### src/rtl/mmc1_pkg.sv
// Shared constants and types for the MMC1 serial-load front end.
package mmc1_pkg;

   localparam logic [1:0] REG_CONTROL     = 2'b00;
   localparam logic [1:0] REG_CHR0        = 2'b01;
   localparam logic [1:0] REG_CHR1        = 2'b10;
   localparam logic [1:0] REG_PRG         = 2'b11;
   localparam int         SHIFT_LEN       = 5;
   localparam logic [4:0] CTRL_RESET_MASK = 5'b01100;

   typedef enum logic [0:0] {
      CYC_IDLE = 1'b0,
      CYC_HIGH = 1'b1
   } cyc_state_e;

   // Bus fields latched during the M2-high phase of a CPU cycle.
   typedef struct packed {
      logic       romsel_n;
      logic       rw_n;
      logic [1:0] sel;
      logic       d0;
      logic       d7;
   } bus_cap_t;

endpackage

### src/rtl/mmc1_sync.sv
// Multi-stage vector synchronizer for asynchronous CPU bus pins.
module mmc1_sync #(
   parameter int WIDTH  = 7,
   parameter int STAGES = 2
) (
   input  logic             clk_i,
   input  logic [WIDTH-1:0] d_i,
   output logic [WIDTH-1:0] q_o
);

   logic [WIDTH-1:0] chain_q [STAGES];

   // Plain flop chain; left unreset so it keeps tracking the pins through RST.
   always_ff @(posedge clk_i) begin
      chain_q[0] <= d_i;
      for (int i = 1; i < STAGES; i++) begin
         chain_q[i] <= chain_q[i-1];
      end
   end

   assign q_o = chain_q[STAGES-1];

endmodule

### src/rtl/mmc1_serial_loader.sv
// MMC1 front end: qualifies CPU ROM writes from the synced bus and runs the
// 5-write serial load, emitting register-write and control-reset strobes.
module mmc1_serial_loader
   import mmc1_pkg::*;
#(
   parameter int SYNC_STAGES = 2,
   parameter int M2_MIN_HIGH = 3
) (
   input  logic       CLK,
   input  logic       RST,
   input  logic       CPU_M2,
   input  logic       nCPU_ROMSEL,
   input  logic       nCPU_RW,
   input  logic       CPU_A14,
   input  logic       CPU_A13,
   input  logic       CPU_D0,
   input  logic       CPU_D7,
   output logic       REG_WE,
   output logic [1:0] REG_SEL,
   output logic [4:0] REG_DATA,
   output logic       CTRL_RESET,
   output logic [2:0] SHIFT_CNT
);

   localparam int             HCW      = $clog2(M2_MIN_HIGH + 1);
   localparam logic [HCW-1:0] HMIN     = HCW'(M2_MIN_HIGH);
   localparam logic [2:0]     LAST_BIT = 3'(SHIFT_LEN - 1);

   logic [6:0] pins_s;
   logic [6:0] synced_s;
   logic       m2_s;
   bus_cap_t   bus_s;

   assign pins_s = {CPU_M2, nCPU_ROMSEL, nCPU_RW, CPU_A14, CPU_A13, CPU_D0, CPU_D7};

   mmc1_sync #(
      .WIDTH  (7),
      .STAGES (SYNC_STAGES)
   ) u_sync (
      .clk_i (CLK),
      .d_i   (pins_s),
      .q_o   (synced_s)
   );

   assign m2_s  = synced_s[6];
   assign bus_s = bus_cap_t'(synced_s[5:0]);

   cyc_state_e     state_q;
   logic [HCW-1:0] hcnt_q;
   logic           m2_prev_q;
   bus_cap_t       cap_q;
   logic           last_was_write_q;
   logic [3:0]     sr_q;
   logic [2:0]     cnt_q;
   logic           reg_we_q;
   logic           ctrl_reset_q;
   logic [1:0]     reg_sel_q;
   logic [4:0]     reg_data_q;

   // m2_prev_q resets high so an M2 already high at RST release is not a rise.
   always_ff @(posedge CLK) begin
      if (RST) begin
         state_q          <= CYC_IDLE;
         hcnt_q           <= '0;
         m2_prev_q        <= 1'b1;
         cap_q            <= '0;
         last_was_write_q <= 1'b0;
         sr_q             <= 4'b0000;
         cnt_q            <= 3'd0;
         reg_we_q         <= 1'b0;
         ctrl_reset_q     <= 1'b0;
         reg_sel_q        <= 2'b00;
         reg_data_q       <= 5'b00000;
      end else begin
         m2_prev_q    <= m2_s;
         reg_we_q     <= 1'b0;
         ctrl_reset_q <= 1'b0;
         if (m2_s) begin
            cap_q <= bus_s;
         end
         case (state_q)
            CYC_IDLE: begin
               if (m2_s && !m2_prev_q) begin
                  state_q <= CYC_HIGH;
                  hcnt_q  <= HCW'(1);
               end
            end
            CYC_HIGH: begin
               if (m2_s) begin
                  if (hcnt_q < HMIN) begin
                     hcnt_q <= hcnt_q + HCW'(1);
                  end
               end else begin
                  state_q <= CYC_IDLE;
                  if (hcnt_q >= HMIN) begin
                     if (cap_q.romsel_n || cap_q.rw_n) begin
                        last_was_write_q <= 1'b0;
                     end else if (!last_was_write_q) begin
                        last_was_write_q <= 1'b1;
                        if (cap_q.d7) begin
                           sr_q         <= 4'b0000;
                           cnt_q        <= 3'd0;
                           ctrl_reset_q <= 1'b1;
                        end else if (cnt_q < LAST_BIT) begin
                           sr_q  <= {cap_q.d0, sr_q[3:1]};
                           cnt_q <= cnt_q + 3'd1;
                        end else begin
                           reg_data_q <= {cap_q.d0, sr_q};
                           reg_sel_q  <= cap_q.sel;
                           reg_we_q   <= 1'b1;
                           sr_q       <= 4'b0000;
                           cnt_q      <= 3'd0;
                        end
                     end
                  end
               end
            end
            default: state_q <= CYC_IDLE;
         endcase
      end
   end

   assign REG_WE     = reg_we_q;
   assign CTRL_RESET = ctrl_reset_q;
   assign REG_SEL    = reg_sel_q;
   assign REG_DATA   = reg_data_q;
   assign SHIFT_CNT  = cnt_q;

endmodule

### config.mk
export PLATFORM = sky130hd
export DESIGN_NAME = mmc1_serial_loader
export DESIGN_NICKNAME = d
export VERILOG_FILES = /design/src/rtl/mmc1_pkg.sv /design/src/rtl/mmc1_sync.sv /design/src/rtl/mmc1_serial_loader.sv
export SDC_FILE = /design/constraint.sdc
export NUM_CORES = 1
export LEC_CHECK = 0
export BUFFER_PORTS_ARGS = -buffer_cell sky130_fd_sc_hd__buf_2
export CORE_AREA = 8 8 64 66
export DETAILED_ROUTE_END_ITERATION = 16
export DIE_AREA = 0 0 72 74
export PLACE_DENSITY = 0.8
export SYNTH_ARGS = -nofsm -noshare
export SYNTH_HDL_FRONTEND = slang
export SYNTH_SLANG_ARGS = --single-unit
### constraint.sdc
create_clock -name CLK -period 1.5 [get_ports CLK]
set_clock_uncertainty 0.15 [all_clocks]
set_input_delay 0.15 -clock CLK [delete_from_list [all_inputs] [get_ports CLK]]
set_output_delay 0.15 -clock CLK [all_outputs]
set_load 0.005 [all_outputs]
=== Word-level counts from Yosys, hierarchy flattened ===
Memories as Yosys holds them, arrays and structs flattened.
Cells that the tools add are included.

* Output and inout port bits: 12
* Memory bits (writable): 14
* Input bits: 9
* Memories kept: 1
* Register bits: 27
* Word-level logic and storage cells: 54

* Eq/ne operators: 3
* Multiplexer cells: 14
* Add/subtract/negate cells: 2
* Order comparisons: 3
* Reductions and logical operators: 9
* Bitwise logic cells: 7

{| class="wikitable"
|+ Memories
! memory !! words !! bits a word !! read ports !! clocked after memory_dff !! wr ports !! RTL line !! source
|-
| u_sync.chain_q || 2 || 7 || 2 || 0 || 2 || mmc1_sync.sv:11 || <nowiki>logic [WIDTH-1:0] chain_q [STAGES];</nowiki>
|}

{| class="wikitable"
|+ Operator list
! cell !! count
|-
| 2-to-1 mux 4 bit || 2
|-
| NOT 1 bit || 7
|-
| AND reduction 7 bit || 1
|-
| OR reduction 7 bit || 1
|-
| 2-to-1 mux 2 bit || 3
|-
| 2-to-1 mux 3 bit || 2
|-
| AND reduction 3 bit || 2
|-
| OR reduction 6 bit || 1
|-
| 2-to-1 mux 1 bit || 5
|-
| AND reduction 5 bit || 1
|-
| != test 2 bit, second input constant || 2
|-
| case mux 2 bit (2 select lines) || 1
|-
| adder 3 x 1 -> 3 bit, second input constant || 1
|-
| less-than comparator 3 bit, second input constant || 1
|-
| adder 2 x 1 -> 2 bit, second input constant || 1
|-
| >= comparator 2 bit, second input constant || 1
|-
| less-than comparator 2 bit, second input constant || 1
|-
| != test 2 x 1 -> 1 bit, second input constant || 1
|-
| case mux 1 bit (2 select lines) || 1
|-
| logical AND 1 bit || 1
|-
| zero test 1 bit || 1
|-
| logical OR 1 bit || 1
|}

=== Logic depth before layout (Yosys ltp) ===
Gate-level depths: netlist of the first run.

* Depth after elaboration: 4
* Depth in mapped cells: 5
* Gate-level depth less buffers: 4

=== Modules after synthesis ===
A second synthesis of the first run with hierarchy kept.

* Cells, all modules: 142
* Area, all modules: 1476.4 um2

{| class="wikitable"
|+ By module, submodules not included
! module !! times used !! sequential area each (um2) !! cells each !! area each (um2)
|-
| mmc1_serial_loader || 1 || 540.5 || 121 || 1143.6
|-
| mmc1_sync || 1 || 280.3 || 21 || 332.8
|}

=== Least setup slack after synthesis of the first run ===
No wires, ideal clock.

* Path type: register -> register
* Start point: reg hcnt_q[0]
* End point: reg reg_data_q[0], in the netlist REG_DATA[0]
* Setup slack: 0.048 ns
* Arrival: 1.230 ns
* Required time: 1.278 ns
* Cell stages (with the launch flop): 5
* Setup time: 0.072 ns
* Clock period less this slack: 1.452 ns
* Buffers on the path: 0
* Cells stage by stage: dfxtp_1 ha_1 nand3b_2 and4bb_2 mux2i_1

* Word-level cells in the longest chain between the ends: 2

{| class="wikitable"
|+ Ends and longest elaborated chain
! element !! RTL line !! source
|-
| from (decl) || mmc1_serial_loader.sv:49 || <nowiki>logic [HCW-1:0] hcnt_q;</nowiki>
|-
| from (signal assigned) || mmc1_serial_loader.sv:91 || <nowiki>hcnt_q <= hcnt_q + HCW'(1);</nowiki>
|-
| >= comparator 2 bit || mmc1_serial_loader.sv:95 || <nowiki>if (hcnt_q >= HMIN) begin</nowiki>
|-
| AND reduction 7 bit (no line) || - ||
|-
| to (signal assigned) || mmc1_serial_loader.sv:108 || <nowiki>reg_data_q <= {cap_q.d0, sr_q};</nowiki>
|-
| to (decl) || mmc1_serial_loader.sv:58 || <nowiki>logic [4:0] reg_data_q;</nowiki>
|}

No other way between the ends.
A chain may end at the register's enable or synchronous reset.

=== Worst setup path after layout of the first run ===
* Start point: reg hcnt_q[0]
* End point: reg hcnt_q[0]

* Word-level cells in the longest chain between the ends: 4
* Elaborated cells between the ends (all ways): 7
* Classes of those cells: add/sub: 1; order compare: 1; eq/ne: 1; mux: 3; reduce/logical: 1

{| class="wikitable"
|+ Ends and longest elaborated chain
! element !! RTL line !! source
|-
| adder 2 x 1 -> 2 bit || mmc1_serial_loader.sv:91 ||
|-
| 2-to-1 mux 2 bit || mmc1_serial_loader.sv:90 || <nowiki>if (hcnt_q < HMIN) begin</nowiki>
|-
| 2-to-1 mux 2 bit || mmc1_serial_loader.sv:89 || <nowiki>if (m2_s) begin</nowiki>
|-
| case mux 2 bit (2 select lines) || mmc1_serial_loader.sv:81 || <nowiki>case (state_q)</nowiki>
|}

Several ways; a longest one is shown, not always the timed one. The select of a mux whose other input is x is not followed.

==> impl_metrics.yaml, run 1 <==
min_path:
  hold_start: "RST"
  hold_end: "CTRL_RESET$_SDFF_PP0_"
  hold_class: "in2reg"
  hold_path_depth: 2
layout:
  layout-drive-gt1-share_pct: 28.7
  syn2layout_area_growth_pct: 24.2
  final_common_cell: "dfxtp_1"
  fin_nets: 167
  design_area_mm2: 0.00179
  n_antenna_cell: 0
  fillers: 271
  mostFrequentLayoutCells: "dfxtp_1 (39), mux2i_1 (20), buf_2 (20), nand2b_1 (17), nor2_1 (9)"
logic_synthesis:
  netlist_instances: 124
  synth_edf_count: 0
  synthArstFlopShare_pct: 0
  syn_nets: 135
  synth_seq_cells: 41
  yosys.area.top_type_share_pct: 57.0
  synth_largest_area_cell: "dfxtp_1"
  yosysSeqAreaShare_pct: 57.0
  synth.distinct_cells: 30
  ys_warn_count: 0
  postSynthAreaPerCell_um2: 11.6
  netlist_area_mm2: 0.00144
  synth-main-ff-cell: "dfxtp_1"
  ys_top_cells_by_area: "dfxtp_1 (57%), mux2i_1 (14%), nand2b_1 (7.4%)"
drt:
  drt_pass1_iterations: 4
  drc_errors: 0
  via_count: 961
  antenna_left: 0
  vias_per_cell: 4.73
  wl_um: 2600
  drt_iter0_drc: 8
  wl_per_cell_um: 12.8
sta:
  clock.fmax_mhz: 698
  setup_viol: 0
  tightest_slew_ns: 0.332
  hold_ws_ns: 0.0948
  relSlewSlack_pct: 77.8
  slew_violations: 0
  finalCritPeriodShare_pct: 95.5
  rsz0062_at_grt: "no"
  finalHoldViolations: 0
  period_minus_slack_ns: 1.43
placed_design:
  dpl.hpwl_um: 1710
  numPortBuffers: 20
  place_area_mm2: 0.00159
  place_congestion: 0.889
global_routing:
  grt_antenna_before_repair: 0
  grt_pass1_vias: 1004
  grt_pass1_wl_um: 4180
  grtUsageTotal_pct: 10.5
  overflow: 0
  grt_max_degree: 19
critical_path:
  path_class: "reg2reg"
  critical-path-slowest-cell: "dfxtp_2"
  critPathCaptureType: "flip-flop"
  critPathLaunch: "hcnt_q[0]$_SDFFE_PP0P_"
  cp_slowest_stage_delay_ns: 0.38
  worstSetupStartpointType: "flip-flop"
  path_max_fanout: 3
  r2r_end: "hcnt_q[0]$_SDFFE_PP0P_"
  critPathRequiredTime_ns: 1.62
  r2r_start: "hcnt_q[0]$_SDFFE_PP0P_"
  reg2reg_depth: 5
  ff2ff_setup_slack_ns: 0.07
  crit_chain: "ha_4 -> buf_4 -> nor2b_4 -> mux2_2 -> a221oi_2"
  cp.arrival_ns: 1.55
flow_run:
  maxCapViolations: 0
clock_tree:
  clock-sinks: 41
  root_buffer: "clkbuf_4"
  cts_tree: "done"
  path_clk_slew_ns: 0.12
  clockBufferDepth: 2
  cts_buffers: 5
  htree_levels: 2
  clock_latency_ns: 0.35
pwr:
  p_leak_nw: 0.789
  ir_worst_vdd_mv: 0.741
  power.density_mw_per_mm2: 1110
run_status:
  status: "finished clean"
die:
  rows: 21
  io_pins: 21
  start_util_pct: 45.3
  die_h_um: 74
  die_x_um: 72
  core_area_mm2: 0.00318
  fp.dieArea_mm2: 0.00533
## cell usage after synthesis, types with 2 or more instances
library cell,number
nand3b_1,2
mux2i_1,20
dfxtp_1,41
ha_1,2
nor2_1,9
nand2b_1,17
inv_1,2
nand2_1,2
or3_1,5
buf_2,3
clkbuf_1,2
## repair_timing
item                                    4_1_cts  5_1_grt
endpoints found under the setup margin        4       15
pin swaps                                     0        1
resized for setup                             2        7
hold buffers                                  7        0
setup buffers                                 0        0
endpoints found under the hold margin         7        0
## power breakdown
group	switching (mW)	leakage [nW]	internal [mW]	total [mW]
registers	0.0201	0.338	1.12	1.14
clock network	0.342	0.0455	0.398	0.740
logic	0.0377	0.405	0.0582	0.0959
## through the flow
| stage | std cells | setup WS, ns | util [%] | TNS [ns] | power (mW) |
|---|---|---|---|---|---|
| after floorplan | 124 | 0.0484 | - | 0 | 1.22 |
| after global placement | 188 | 0.0748 | 50.1 | 0 | 1.24 |
| after detailed placement | 188 | -0.00205 | 50.1 | -0.00205 | 1.24 |
| after global routing | 203 | 0.00571 | 56.3 | 0 | 2.05 |
| after CTS | 203 | 0.0369 | 55.3 | 0 | 2.00 |
| final | 203 | 0.0672 | 56.3 | 0 | 1.98 |
## state kept, by name, indices dropped and copies added, names as in the netlist
signal	cells
CTRL_RESET	1
REG_DATA	5
REG_SEL	2
REG_WE	1
SHIFT_CNT	3
cap_q	6
hcnt_q	2
last_was_write_q	1
m2_prev_q	1
sr_q	4
state_q	1
u_sync.chain_q	14
## worst max path at each step
stage	endpoint	slack (ns)
2_1_floorplan	REG_DATA[0]$_SDFFE_PP0P_	0.05
3_3_place_gp	REG_DATA[1]$_SDFFE_PP0P_	0.07
3_5_place_dp	REG_DATA[1]$_SDFFE_PP0P_	-0.002
4_1_cts	hcnt_q[0]$_SDFFE_PP0P_	0.04
5_1_grt	REG_SEL[0]$_SDFFE_PP0P_	0.006
6_report	hcnt_q[0]$_SDFFE_PP0P_	0.07
## critical path, delay by kind of cell, from the launching register on
family | cells | cell delay [ns]
buf+inv | 1 | 0.13
flops | 1 | 0.38
fa+ha+maj | 1 | 0.15
compound gates | 1 | 0.25
mux | 1 | 0.27
simple gates | 1 | 0.04
## per-layer routing
metal	global-route usage (%)	wire (um)	up-vias
met5	0	0	-
met4	10.9	135	0
li1	-	-	480
met1	9.66	1060	447
met2	17.8	1300	22
met3	3.50	112	12
## layout make-up
cell class                      count  area [um^2]  share of cell area [%]
Timing Repair Buffer               32          211                    11.8
Multi-Input combinational cell     74          604                    33.8
Sequential cell                    41          823                    46.0
Clock inverter                      1         30.0                    1.68
Clock buffer                        7         55.1                    3.08
Inverter                            2         7.51                   0.420
Tap cell                           46         57.6                    3.22
## logic make-up (layout without fill, tap and decap cells)
| family | after synthesis | in the layout | synth area share [%] |
|---|---|---|---|
| buffers and inverters | 9 | 42 | 3.39 |
| and+or+nand+nor | 45 | 45 | 20.1 |
| DFF | 41 | 41 | 57.0 |
| muxes | 21 | 21 | 14.7 |
| adders and majority gates | 2 | 2 | 1.74 |
| AOI/OAI and AO/OA | 6 | 6 | 3.13 |
(Power assumes the default switching activity.)
==> run 2, diff against run 1 <==
- CORE_AREA: 8 8 64 66 -> 8 8 59 61
- DIE_AREA: 0 0 72 74 -> 0 0 67 69
- PLACE_DENSITY: 0.8 -> 0.89
- clock period: 1.5 -> 1.8 ns (I/O delays scaled with it)
==> run 2 against run 1 <==
  * Fmax shrank 12%
  * Sequential share of layout area grew 2.9 points
  * Design area shrank 6.2%
  * Clock-buffer cell count is the same
  * Critical endpoint is now REG_DATA[3]$_SDFFE_PP0P_
  * Largest cell class unchanged
  * Largest power group unchanged
==> impl_metrics.yaml, run 2 (synthesized netlist as in run 1, its figures left out) <==
sta:
  slew_violations: 0
  hold_ws_ns: 0.126
  rsz0062_at_grt: "no"
  tns_ns: 0
  setup_viol: 0
  timing.final.ws_setup_ns: 0.166
  clock.fmax_mhz: 612
  finalHoldViolations: 0
  finalCritPeriodShare_pct: 90.8
  tightest_slew_ns: 0.454
  relSlewSlack_pct: 69.7
  period_minus_slack_ns: 1.63
drt:
  via_count: 900
  antenna_left: 0
  drt_iter0_drc: 8
  drt_pass1_iterations: 4
  drc_errors: 0
  vias_per_cell: 4.89
  wl_um: 2290
  wl_per_cell_um: 12.5
pwr:
  clkPwrFrac_pct: 30.1
  p_comb_share_pct: 4.9
  p_leak_nw: 0.731
  ir_worst_vdd_mv: 0.760
  sequentialPowerShare_pct: 65.0
  power_switching_mw: 0.300
  p_int_mw: 1.16
  power.density_mw_per_mm2: 872
  sw_frac_of_total_pct: 20.5
layout:
  design_area_mm2: 0.00168
  regMostFlops: "u_sync.chain_q"
  final_common_cell: "dfxtp_1"
  layout-drive-gt1-share_pct: 22.9
  syn2layout_area_growth_pct: 16.5
  largest_reg_flops: 14
  fin_nets: 164
  fillers: 222
  utilization_pct: 64.2
  n_antenna_cell: 0
  mostFrequentLayoutCells: "dfxtp_1 (41), mux2i_1 (20), buf_2 (20), nand2b_1 (17), nor2_1 (9)"
die:
  die_x_um: 67
  die_h_um: 69
  start_util_pct: 55.1
  io_pins: 21
  core_area_mm2: 0.00262
  fp.dieArea_mm2: 0.00462
  rows: 19
critical_path:
  ff2ff_setup_slack_ns: 0.17
  path_max_fanout: 5
  critPathRequiredTime_ns: 1.86
  critical-path-slowest-cell: "dfxtp_1"
  cp_slowest_stage_delay_ns: 0.39
  path_class: "reg2reg"
  path_delay_family: "simple AND/OR/NAND/NOR gates"
  worstSetupStartpointType: "flip-flop"
  crit_chain: "ha_1 -> nand3b_2 -> nand4bb_1 -> mux2i_1"
  path_buf_inv: 0
  cp.arrival_ns: 1.70
  critPathCaptureType: "flip-flop"
clock_tree:
  cts_tree: "done"
  root_buffer: "clkbuf_4"
  path_clk_slew_ns: 0.11
  clock_latency_ns: 0.33
  cts_buffers: 5
  clock-sinks: 41
  clockBufferDepth: 2
  htree_levels: 2
global_routing:
  grt_antenna_before_repair: 0
  overflow: 0
  grtUsageTotal_pct: 11.0
  grt_pass1_vias: 944
  grt_max_degree: 33
  grt_pass1_wl_um: 4140
placed_design:
  place_congestion: 0.722
  dpl.hpwl_um: 1570
  pre_cts_slack_ns: 0.185
  numPortBuffers: 20
  place_area_mm2: 0.00155
run_status:
  status: "finished clean"
flow_run:
  maxCapViolations: 0
min_path:
  hold_class: "in2reg"
==> run 2: power by group through the flow <==
| stage | logic, mW | registers [mW] | clock network, mW |
|---|---|---|---|
| detailed placement | 0.0596 | 0.972 | 0 |
| global placement | 0.0568 | 0.971 | 0 |
| CTS | 0.0709 | 0.952 | 0.448 |
| floorplan | 0.0507 | 0.964 | 0 |
| global route | 0.0782 | 0.956 | 0.495 |
| finish | 0.0710 | 0.951 | 0.441 |
==> run 2: final cells by class <==
cell class / count / area, um^2 / share of cell area (%)
Clock buffer: 7 / 55.1 / 3.28
Tap cell: 31 / 38.8 / 2.31
Timing Repair Buffer: 29 / 185 / 11.0
Inverter: 2 / 7.51 / 0.447
Multi-Input combinational cell: 74 / 571 / 34.0
Sequential cell: 41 / 821 / 48.9
==> run 2: repair_timing <==
item                      4_1_cts  5_1_grt
hold buffers                    7        0
resized for setup               0        0
hold endpoints to repair        7        0
setup buffers                   0        0
==> run 2: metrics by stage <==
step	total power [mW]	std cells
final	1.46	184
after CTS	1.47	184
after detailed placement	1.03	170
after global placement	1.03	170
after floorplan	1.02	124
after global routing	1.53	184
==> run 2: routing by layer <==
layer  GRT usage (%)  up-vias  routed length, um
li1                -      473                  -
met1            12.7      410               1080
met2            17.2       15               1060
met3            4.36        2                128
met4            4.88        0                 19
met5               0        -                  0
==> run 2: path summary, 6_finish.rpt <==
path                                 from                           end  cells past startpoint
min                                   RST         cap_q[0]$_SDFFE_PP0P_                      2
min reg2reg  u_sync.chain_q[0][1]$_DFF_P_  u_sync.chain_q[0][8]$_DFF_P_                      0
max                hcnt_q[0]$_SDFFE_PP0P_      REG_DATA[3]$_SDFFE_PP0P_                      4
max reg2reg        hcnt_q[0]$_SDFFE_PP0P_      REG_DATA[3]$_SDFFE_PP0P_                      4
==> run 3, diff against run 2 <==
- PLACE_DENSITY: 0.89 -> 0.85
==> run 3 against run 2 <==
  * Worst setup slack better by 0.0051 ns
  * Final cell count rose by 0.54%
  * Sequential cell count stayed put
  * Via count up 3.8%
  * Largest power group unchanged
==> impl_metrics.yaml, run 3 (synthesized netlist as in run 1, its figures left out) <==
run_status:
  status: "finished clean"
die:
  start_util_pct: 55.1
  io_pins: 21
  core_area_mm2: 0.00262
  rows: 19
  die_h_um: 69
  die_x_um: 67
  fp.dieArea_mm2: 0.00462
clock_tree:
  path_clk_slew_ns: 0.11
  htree_levels: 2
  clockBufferDepth: 2
  cts_tree: "done"
  clock-sinks: 41
  clock_latency_ns: 0.34
  cts_buffers: 5
  root_buffer: "clkbuf_4"
layout:
  syn2layout_area_growth_pct: 16.6
  mostFrequentLayoutCells: "dfxtp_1 (41), mux2i_1 (20), buf_2 (20), nand2b_1 (17), nor2_1 (9)"
  largest_reg_flops: 14
  n_antenna_cell: 0
  layout-drive-gt1-share_pct: 24.0
  fin_nets: 164
  final_common_cell: "dfxtp_1"
  utilization_pct: 64.2
  regMostFlops: "u_sync.chain_q"
critical_path:
  critPathCaptureType: "flip-flop"
  cp.arrival_ns: 1.75
  path_max_fanout: 5
  worstSetupStartpointType: "flip-flop"
  critPathRequiredTime_ns: 1.92
  path_class: "reg2reg"
pwr:
  clkPwrFrac_pct: 29.3
  p_comb_share_pct: 5.0
  power.density_mw_per_mm2: 863
  power_switching_mw: 0.321
  sw_frac_of_total_pct: 22.2
  p_leak_nw: 0.733
  p_int_mw: 1.13
  sequentialPowerShare_pct: 65.7
  ir_worst_vdd_mv: 0.833
global_routing:
  grt_pass1_wl_um: 4300
  grt_max_degree: 33
  overflow: 0
  grt_pass1_vias: 961
  grt_antenna_before_repair: 0
  grtUsageTotal_pct: 11.9
sta:
  rsz0062_at_grt: "no"
  relSlewSlack_pct: 70.4
  finalHoldViolations: 0
  finalCritPeriodShare_pct: 90.5
  setup_viol: 0
  period_minus_slack_ns: 1.63
  tns_ns: 0
  slew_violations: 0
  tightest_slew_ns: 0.445
  clock.fmax_mhz: 614
  hold_ws_ns: 0.111
drt:
  drt_pass1_iterations: 4
  wl_um: 2450
  vias_per_cell: 5.05
  drt_iter0_drc: 25
  wl_per_cell_um: 13.3
  antenna_left: 0
  via_count: 934
  drc_errors: 0
flow_run:
  maxCapViolations: 0
placed_design:
  numPortBuffers: 20
  dpl.hpwl_um: 1670
  place_congestion: 0.716
min_path:
  hold_class: "in2reg"
==> run 3: cell count changes in the layout (fill, tap and decap cells not counted), sizes merged <==
cell / delta
clkbuf: -1
clkinv: +2
==> run 3: layer usage <==
| metal | part of all wire, % | GRT usage (%) | wire [um] |
|---|---|---|---|
| met1 | 41 | 12.7 | 996 |
| met2 | 49 | 18.5 | 1210 |
| met3 | 7.4 | 5.82 | 182 |
| met4 | 2.5 | 6.51 | 62 |
| met5 | 0 | 0 | 0 |
==> run 3: through the flow <==
step                      cell area, um^2  setup slack (ns)  power (mW)  instances
after global placement               1550             0.255        1.03        170
after detailed placement             1550             0.183        1.03        170
after CTS                            1670             0.154        1.47        185
after floorplan                      1440             0.348        1.02        124
final                                1680             0.171        1.45        185
after global routing                 1680            0.0518        1.52        185
==> run 3: repair_timing <==
action                                  4_1_cts  5_1_grt
hold buffers                                  7        0
buffers inserted                              0        0
endpoints found under the hold margin         7        0
gates resized for setup                       0        1
endpoints found under the setup margin        0        1
==> run 3: worst paths after layout <==
check	cells past startpoint	from	slack, ns	endpoint
max	4	hcnt_q[0]$_SDFFE_PP0P_	0.17	REG_SEL[0]$_SDFFE_PP0P_
min	2	RST	0.11	cap_q[1]$_SDFFE_PP0P_
max reg2reg	4	hcnt_q[0]$_SDFFE_PP0P_	0.17	REG_SEL[0]$_SDFFE_PP0P_
min reg2reg	0	u_sync.chain_q[0][6]$_DFF_P_	0.19	u_sync.chain_q[0][13]$_DFF_P_
==> run 3: final cells by class <==
cell class,count,area [um^2]
Timing Repair Buffer,29,185
Inverter,2,7.51
Fill cell,217,936
Sequential cell,41,821
Clock inverter,2,10.0
Multi-Input combinational cell,74,576
Tap cell,31,38.8
Clock buffer,6,41.3
==> run 3: power by group through the flow <==
stage                     clock, mW  combinational [mW]  sequential (mW)
after floorplan                   0              0.0507            0.964
after global placement            0              0.0575            0.970
after detailed placement          0              0.0612            0.972
after CTS                     0.441              0.0728            0.952
after global routing          0.481              0.0805            0.956
final                         0.424              0.0729            0.952
==> run 3: worst max-delay path, cell delays in order, from the launching register on <==
cell,delay [ns]
dfxtp_1,0.39
ha_1,0.29
nand3b_2,0.14
and4bb_2,0.38
mux2i_1,0.21
